==> config.mk <==
export PLATFORM = sky130hd
export DESIGN_NAME = k12a_fetch_seq
export DESIGN_NICKNAME = d
export VERILOG_FILES = /design/src/rtl/k12a_fetch_seq.sv
export SDC_FILE = /design/constraint.sdc
export NUM_CORES = 1
export LEC_CHECK = 0
export BUFFER_PORTS_ARGS = -buffer_cell sky130_fd_sc_hd__buf_2
export CORE_UTILIZATION = 40
export CTS_BUF_LIST = sky130_fd_sc_hd__clkbuf_8
export DETAILED_ROUTE_END_ITERATION = 7
export MAX_ROUTING_LAYER = met4
export PLACE_DENSITY = 0.77
export RECOVER_POWER = 25
export SYNTH_ARGS = -nofsm -noshare
export SYNTH_HDL_FRONTEND = slang
export SYNTH_SLANG_ARGS = --single-unit
export TNS_END_PERCENT = 10
==> constraint.sdc <==
create_clock -name cpu_clock -period 1.8 [get_ports cpu_clock]
set_input_delay 0.36 -clock cpu_clock [delete_from_list [all_inputs] [get_ports cpu_clock]]
set_output_delay 0.36 -clock cpu_clock [all_outputs]
set_load 0.1 [all_outputs]
==> src/rtl/k12a_fetch_seq.sv <==
// k12a_fetch_seq: instruction fetch sequencer downstream of the skip register.
// Fetches a 16-bit instruction as two bytes (hi then lo) over an 8-bit read
// handshake and hands it to the execute stage. If skip is set when the lo
// byte lands, the instruction (plus immediate bytes of a long instruction)
// is discarded and skip_clear is pulsed.
// Optional: define K12A_FETCH_STALL_CNT_EN to add a saturating stall_count
// output counting cycles with mem_read=1 and mem_ready=0.
module k12a_fetch_seq #(
   parameter logic [3:0] LONG_OPCODE    = 4'hF,
   parameter int         LONG_IMM_BYTES = 2
) (
   input  logic        cpu_clock,
   input  logic        reset_n,
   input  logic        skip,
   input  logic [7:0]  mem_rdata,
   input  logic        mem_ready,
   output logic        mem_read,
   output logic        pc_inc,
   output logic [15:0] instr,
   output logic        instr_valid,
   input  logic        exec_done,
   output logic        skip_clear
`ifdef K12A_FETCH_STALL_CNT_EN
   ,
   output logic [15:0] stall_count
`endif
);

   typedef enum logic [1:0] {
      FETCH_HI = 2'd0,
      FETCH_LO = 2'd1,
      EXEC     = 2'd2,
      SKIP_IMM = 2'd3
   } state_t;

   state_t      state_q, state_d;
   logic [15:0] instr_q, instr_d;
   logic [1:0]  imm_left_q, imm_left_d;

   // State register; reset abandons any fetch, execute or immediate discard.
   always_ff @(posedge cpu_clock) begin
      if (!reset_n) begin
         state_q    <= FETCH_HI;
         instr_q    <= 16'h0000;
         imm_left_q <= 2'd0;
      end else begin
         state_q    <= state_d;
         instr_q    <= instr_d;
         imm_left_q <= imm_left_d;
      end
   end

   // Next-state and strobes; everything is suppressed while reset is held.
   always_comb begin
      state_d     = state_q;
      instr_d     = instr_q;
      imm_left_d  = imm_left_q;
      mem_read    = 1'b0;
      instr_valid = 1'b0;
      skip_clear  = 1'b0;
      case (state_q)
         FETCH_HI: begin
            mem_read = 1'b1;
            if (mem_ready) begin
               instr_d[15:8] = mem_rdata;
               state_d       = FETCH_LO;
            end
         end
         FETCH_LO: begin
            mem_read = 1'b1;
            if (mem_ready) begin
               // lo byte is loaded even when the instruction is being dropped
               instr_d[7:0] = mem_rdata;
               if (skip) begin
                  skip_clear = 1'b1;
                  if (instr_q[15:12] == LONG_OPCODE) begin
                     imm_left_d = 2'(LONG_IMM_BYTES);
                     state_d    = SKIP_IMM;
                  end else begin
                     state_d = FETCH_HI;
                  end
               end else begin
                  state_d = EXEC;
               end
            end
         end
         EXEC: begin
            // a non-skipped long instruction stays here; execute fetches its immediate
            instr_valid = 1'b1;
            if (exec_done) state_d = FETCH_HI;
         end
         SKIP_IMM: begin
            mem_read = 1'b1;
            if (mem_ready) begin
               imm_left_d = imm_left_q - 2'd1;
               if (imm_left_q == 2'd1) state_d = FETCH_HI;
            end
         end
         default: state_d = FETCH_HI;
      endcase
      if (!reset_n) begin
         mem_read    = 1'b0;
         instr_valid = 1'b0;
         skip_clear  = 1'b0;
      end
   end

   assign pc_inc = mem_read & mem_ready;
   assign instr  = instr_q;

`ifdef K12A_FETCH_STALL_CNT_EN
   logic [15:0] stall_q, stall_d;

   // Saturating count of read cycles where memory was not ready.
   always_comb begin
      stall_d = stall_q;
      if (mem_read && !mem_ready && stall_q != 16'hFFFF) stall_d = stall_q + 16'd1;
   end

   // Stall counter register.
   always_ff @(posedge cpu_clock) begin
      if (!reset_n) stall_q <= 16'h0000;
      else          stall_q <= stall_d;
   end

   assign stall_count = stall_q;
`endif

endmodule

# After elaboration in Yosys (flattened, before gate mapping)

Cells that the tools add are included.

$add $sub $neg: 1
Eq/ne operators: 12
Multiplexer cells: 21
Bitwise operators: 1
Reduce and logical (&&, ||, !) cells: 7

Operator list:

| cell                  | count |
|---|---|
| $mux W2               | 11 |
| $ne A2 B2 Y1 const B  | 7 |
| $reduce_and A5 Y1     | 2 |
| $mux W1               | 8 |
| $pmux W2 S4           | 1 |
| $eq A2 B1 Y1 const B  | 2 |
| $eq A2 B2 Y1 const B  | 2 |
| $eq A4 B4 Y1 const B  | 1 |
| $pmux W2 S2           | 1 |
| $reduce_and A2 Y1     | 2 |
| $reduce_or A3 Y1      | 1 |
| $logic_not A2 Y1      | 1 |
| $reduce_bool A2 Y1    | 1 |
| $sub A2 B1 Y2 const B | 1 |
| $and A1 B1 Y1         | 1 |

Flip-flop bits (word level): 20
Input port bits: 13

# Logic depth before layout (Yosys ltp)

Word-level depth: 5
Mapped depth: 5
Depth with buffers taken out: 5

# Worst setup path after synthesis

Ideal clock, no wire load.

Kind: register to output
Start point: register state_q[1]
End point: output port instr_valid
Arrival time: 1.746 ns
Path slack: -0.306 ns
Cell stages (with the launch flop): 3
Path buffers: 0
Cell sequence: dfxtp_1 -> nand2_1 -> nor2_1

Word-level cells in the longest chain between the ends: 3

Ends and longest elaborated chain:

| what                   | RTL line | source |
|---|---|---|
| start, declared        | 36       | `state_t state_q, state_d;` |
| start signal, assigned | 47       | `state_q <= state_d;` |
| $eq A2 B2 Y1           | 61       | `case (state_q)` |
| $mux W1                | 61       |  |
| $mux W1                | 101      | `if (!reset_n) begin` |
| end, declared          | 20       | `output logic instr_valid,` |

No other way between the ends.

# Worst setup path after layout

Start point: register state_q[1]
End point: output port skip_clear

Word-level cells in the longest chain between the ends: 3

Ends and longest elaborated chain:

| what          | RTL line | source |
|---|---|---|
| $eq A2 B1 Y1  | 61       |  |
| $mux W1       | 61       |  |
| $mux W1       | 101      |  |
| end, declared | 22       | `output logic skip_clear` |

No other way between the ends.

==> flow_summary.toml <==
[run_status]
status = "finished clean"

[sta]
fmax_ghz = 0.602
setup_slack_ps = 140
grt_setup_unrepaired = "false"
finalSetupTns_ps = 0
finClkSkew_ps = 1.47
relSlewSlack = 0.552
timing.final.crit_period_ps = 1660
slew_viol_final = 0
setup_viol = 0
worstMarginPinSlew_ps = 671
min_period_over_period = 0.922
hold_violations = 0

[yosys]
syn_inst = 95
synth-simple-area-share = 0.258
synth_mux_area_frac = 0.0908
synth_async_sr_flop_share = 0
avgSynthCellArea_um2 = 9.29
synth_fa_ha_area_frac = 0.0142
synth_compound_area_frac = 0.132
synth_nets = 109
synth-edff-count = 0
syn-cell-area_um2 = 882
synthXorXnorAreaFrac = 0
ys_ff_latch = 20
synth_cell_type_count = 29
synth_flop_cell = "dfxtp_1"
synth_seq_area_share = 0.454
synth_top_family_by_area = "simple AND/OR/NAND/NOR gates"
ys_warn_count = 0

[route]
drt_iter0_drc = 33
ant_nets = 0
drt-vias-per-instance = 5.00
drc = 0
dr.pass1.iters = 4
routedWlPerCell_um = 12.5
drt-total-wl_mm = 1.94
dr_total_vias = 775

[cells_and_area]
seqCellArea_um2 = 402
drive_gt1_frac = 0.305
fill_cells = 180
syn_to_final_growth_pct = 30.8
diodes = 0
fin_nets = 144
finalInstanceArea_um2 = 1150
fin_cells = 155
multi_input_area_um2 = 434

[clock_network]
cts_tree = "built"
clk_pin_slew_ps = 70
cts_hold_buf = 0
clk_latency_ps = 250
cts_buffers = 3
clock-sinks = 20
htree_levels = 1
root_buffer = "clkbuf_8"
max-clock-path-buffers = 2

[power_and_ir_drop]
power_uw = 1050
p_leak_uw = 0.000511
powerDensity_nw_per_um2 = 909
ir_drop_v = 0.000620

[die]
core_um2 = 2020
fp.dieW_um = 49.0
rows = 16
initial_core_util = 0.436
fp.dieH_um = 49.0
io_pins = 33
dieArea_um2 = 2400

[worst_setup_path]
cpMaxStageDelayCell = "dfxtp_1"
path_class = "reg2out"
critical_path.max_fanout = 8
end_kind = "output port"
arrival_ps = 1300
slowest_delay_ps = 440
worstPathCellList = "and3b_1 > and3_1 > buf_12"
cp-start-kind = "register"
critPathRequiredTime_ps = 1440

[global_routing]
first_global_vias = 748
grt_max_degree = 22
grt_pass1_wl_mm = 3.19
grt_antenna_before_repair = 0
grt_usage = 0.179
gr-total-overflow = 0

[placement]
dp_hpwl_mm = 1.44
dp.cells = 152
place_area_um2 = 1120
post-place-ws_ps = 334
io_buffers = 32
place_congestion = 0.807

[hold_path]
hp-class = "in2reg"

[flow_run]
maxCapViolations = 0
## flip-flops by register name, summed over array words and instances, names as in the netlist
name,count
instr,16
state_q,2
imm_left_q,2
## through the flow
stage | hold WS, ps | utilization
2_1_floorplan | 470 | -
3_3_place_gp | 439 | 0.556
3_5_place_dp | 443 | 0.556
4_1_cts | 353 | 0.576
5_1_grt | 369 | 0.571
6_report | 370 | 0.571
## kinds of logic (layout without fill, tap and decap cells)
group,Yosys count,in the layout
flops,20,20
fa+ha+maj,1,1
simple gates,42,42
mux,8,8
buf+inv,7,40
compound gates,17,17
## routing by layer
metal	track usage	up-vias	routed length (µm)
li1	-	388	-
met1	0.208	359	842
met2	0.303	26	1010
met3	0.00312	2	67
met4	0.118	0	27
met5	-	-	0
## cell type report
class	instances	area share
Multi-Input combinational cell	68	0.376
Clock buffer	3	0.0358
Inverter	2	0.00651
Timing Repair Buffer	35	0.204
Sequential cell	20	0.348
Tap cell	27	0.0293
## synth_stat cells, types with 2 or more instances
| master | n | area (µm²) |
|---|---|---|
| a21boi_1 | 8 | 60.1 |
| a21oi_1 | 2 | 10.0 |
| and3_1 | 2 | 12.5 |
| buf_6 | 2 | 22.5 |
| clkbuf_1 | 2 | 7.51 |
| dfxtp_1 | 20 | 400 |
| inv_1 | 2 | 7.51 |
| mux2i_1 | 8 | 80.1 |
| nand2_1 | 18 | 67.6 |
| nand2b_1 | 3 | 18.8 |
| nand3_1 | 2 | 10.0 |
| nor2_1 | 2 | 7.51 |
| nor2b_1 | 8 | 50.1 |
## placed cells by master, fill, tap and decap left out, types with 2 or more instances in the layout
cell	synthesis	routed
a21boi_0	1	8
a21oi_1	2	2
and3_1	2	2
buf_12	0	4
buf_2	0	28
clkbuf_1	2	2
clkbuf_8	0	3
dfxtp_1	20	19
inv_1	2	2
mux2i_1	8	8
nand2_1	18	18
nand2b_1	3	3
nand3_1	2	2
nor2b_1	8	8
## critical path, delay by kind of cell, from the launching register on
kind                   cells  cell delay, ps
DFF                        1             440
buffers and inverters      1             170
and+or+nand+nor            2             430
## report_power, final
group          switching (µW)  internal, µW
clock                     133           149
combinational             219          69.4
sequential               14.6           465
total                     366           683
## repair_timing
item                       4_1_cts  5_1_grt
setup endpoints to repair        0        1
buffers inserted                 0        0
gates resized for setup          0        1
## worst paths after layout
| kind | start | to | depth (start not counted) | slack [ps] |
|---|---|---|---|---|
| max | state_q[1] | skip_clear | 3 | 140 |
| min | mem_rdata[1] | instr[1] | 3 | 370 |
| max reg2reg | state_q[1] | instr[10] | 4 | 230 |
| min reg2reg | instr[7] | instr[7] | 2 | 450 |
(Power assumes the default switching activity.)
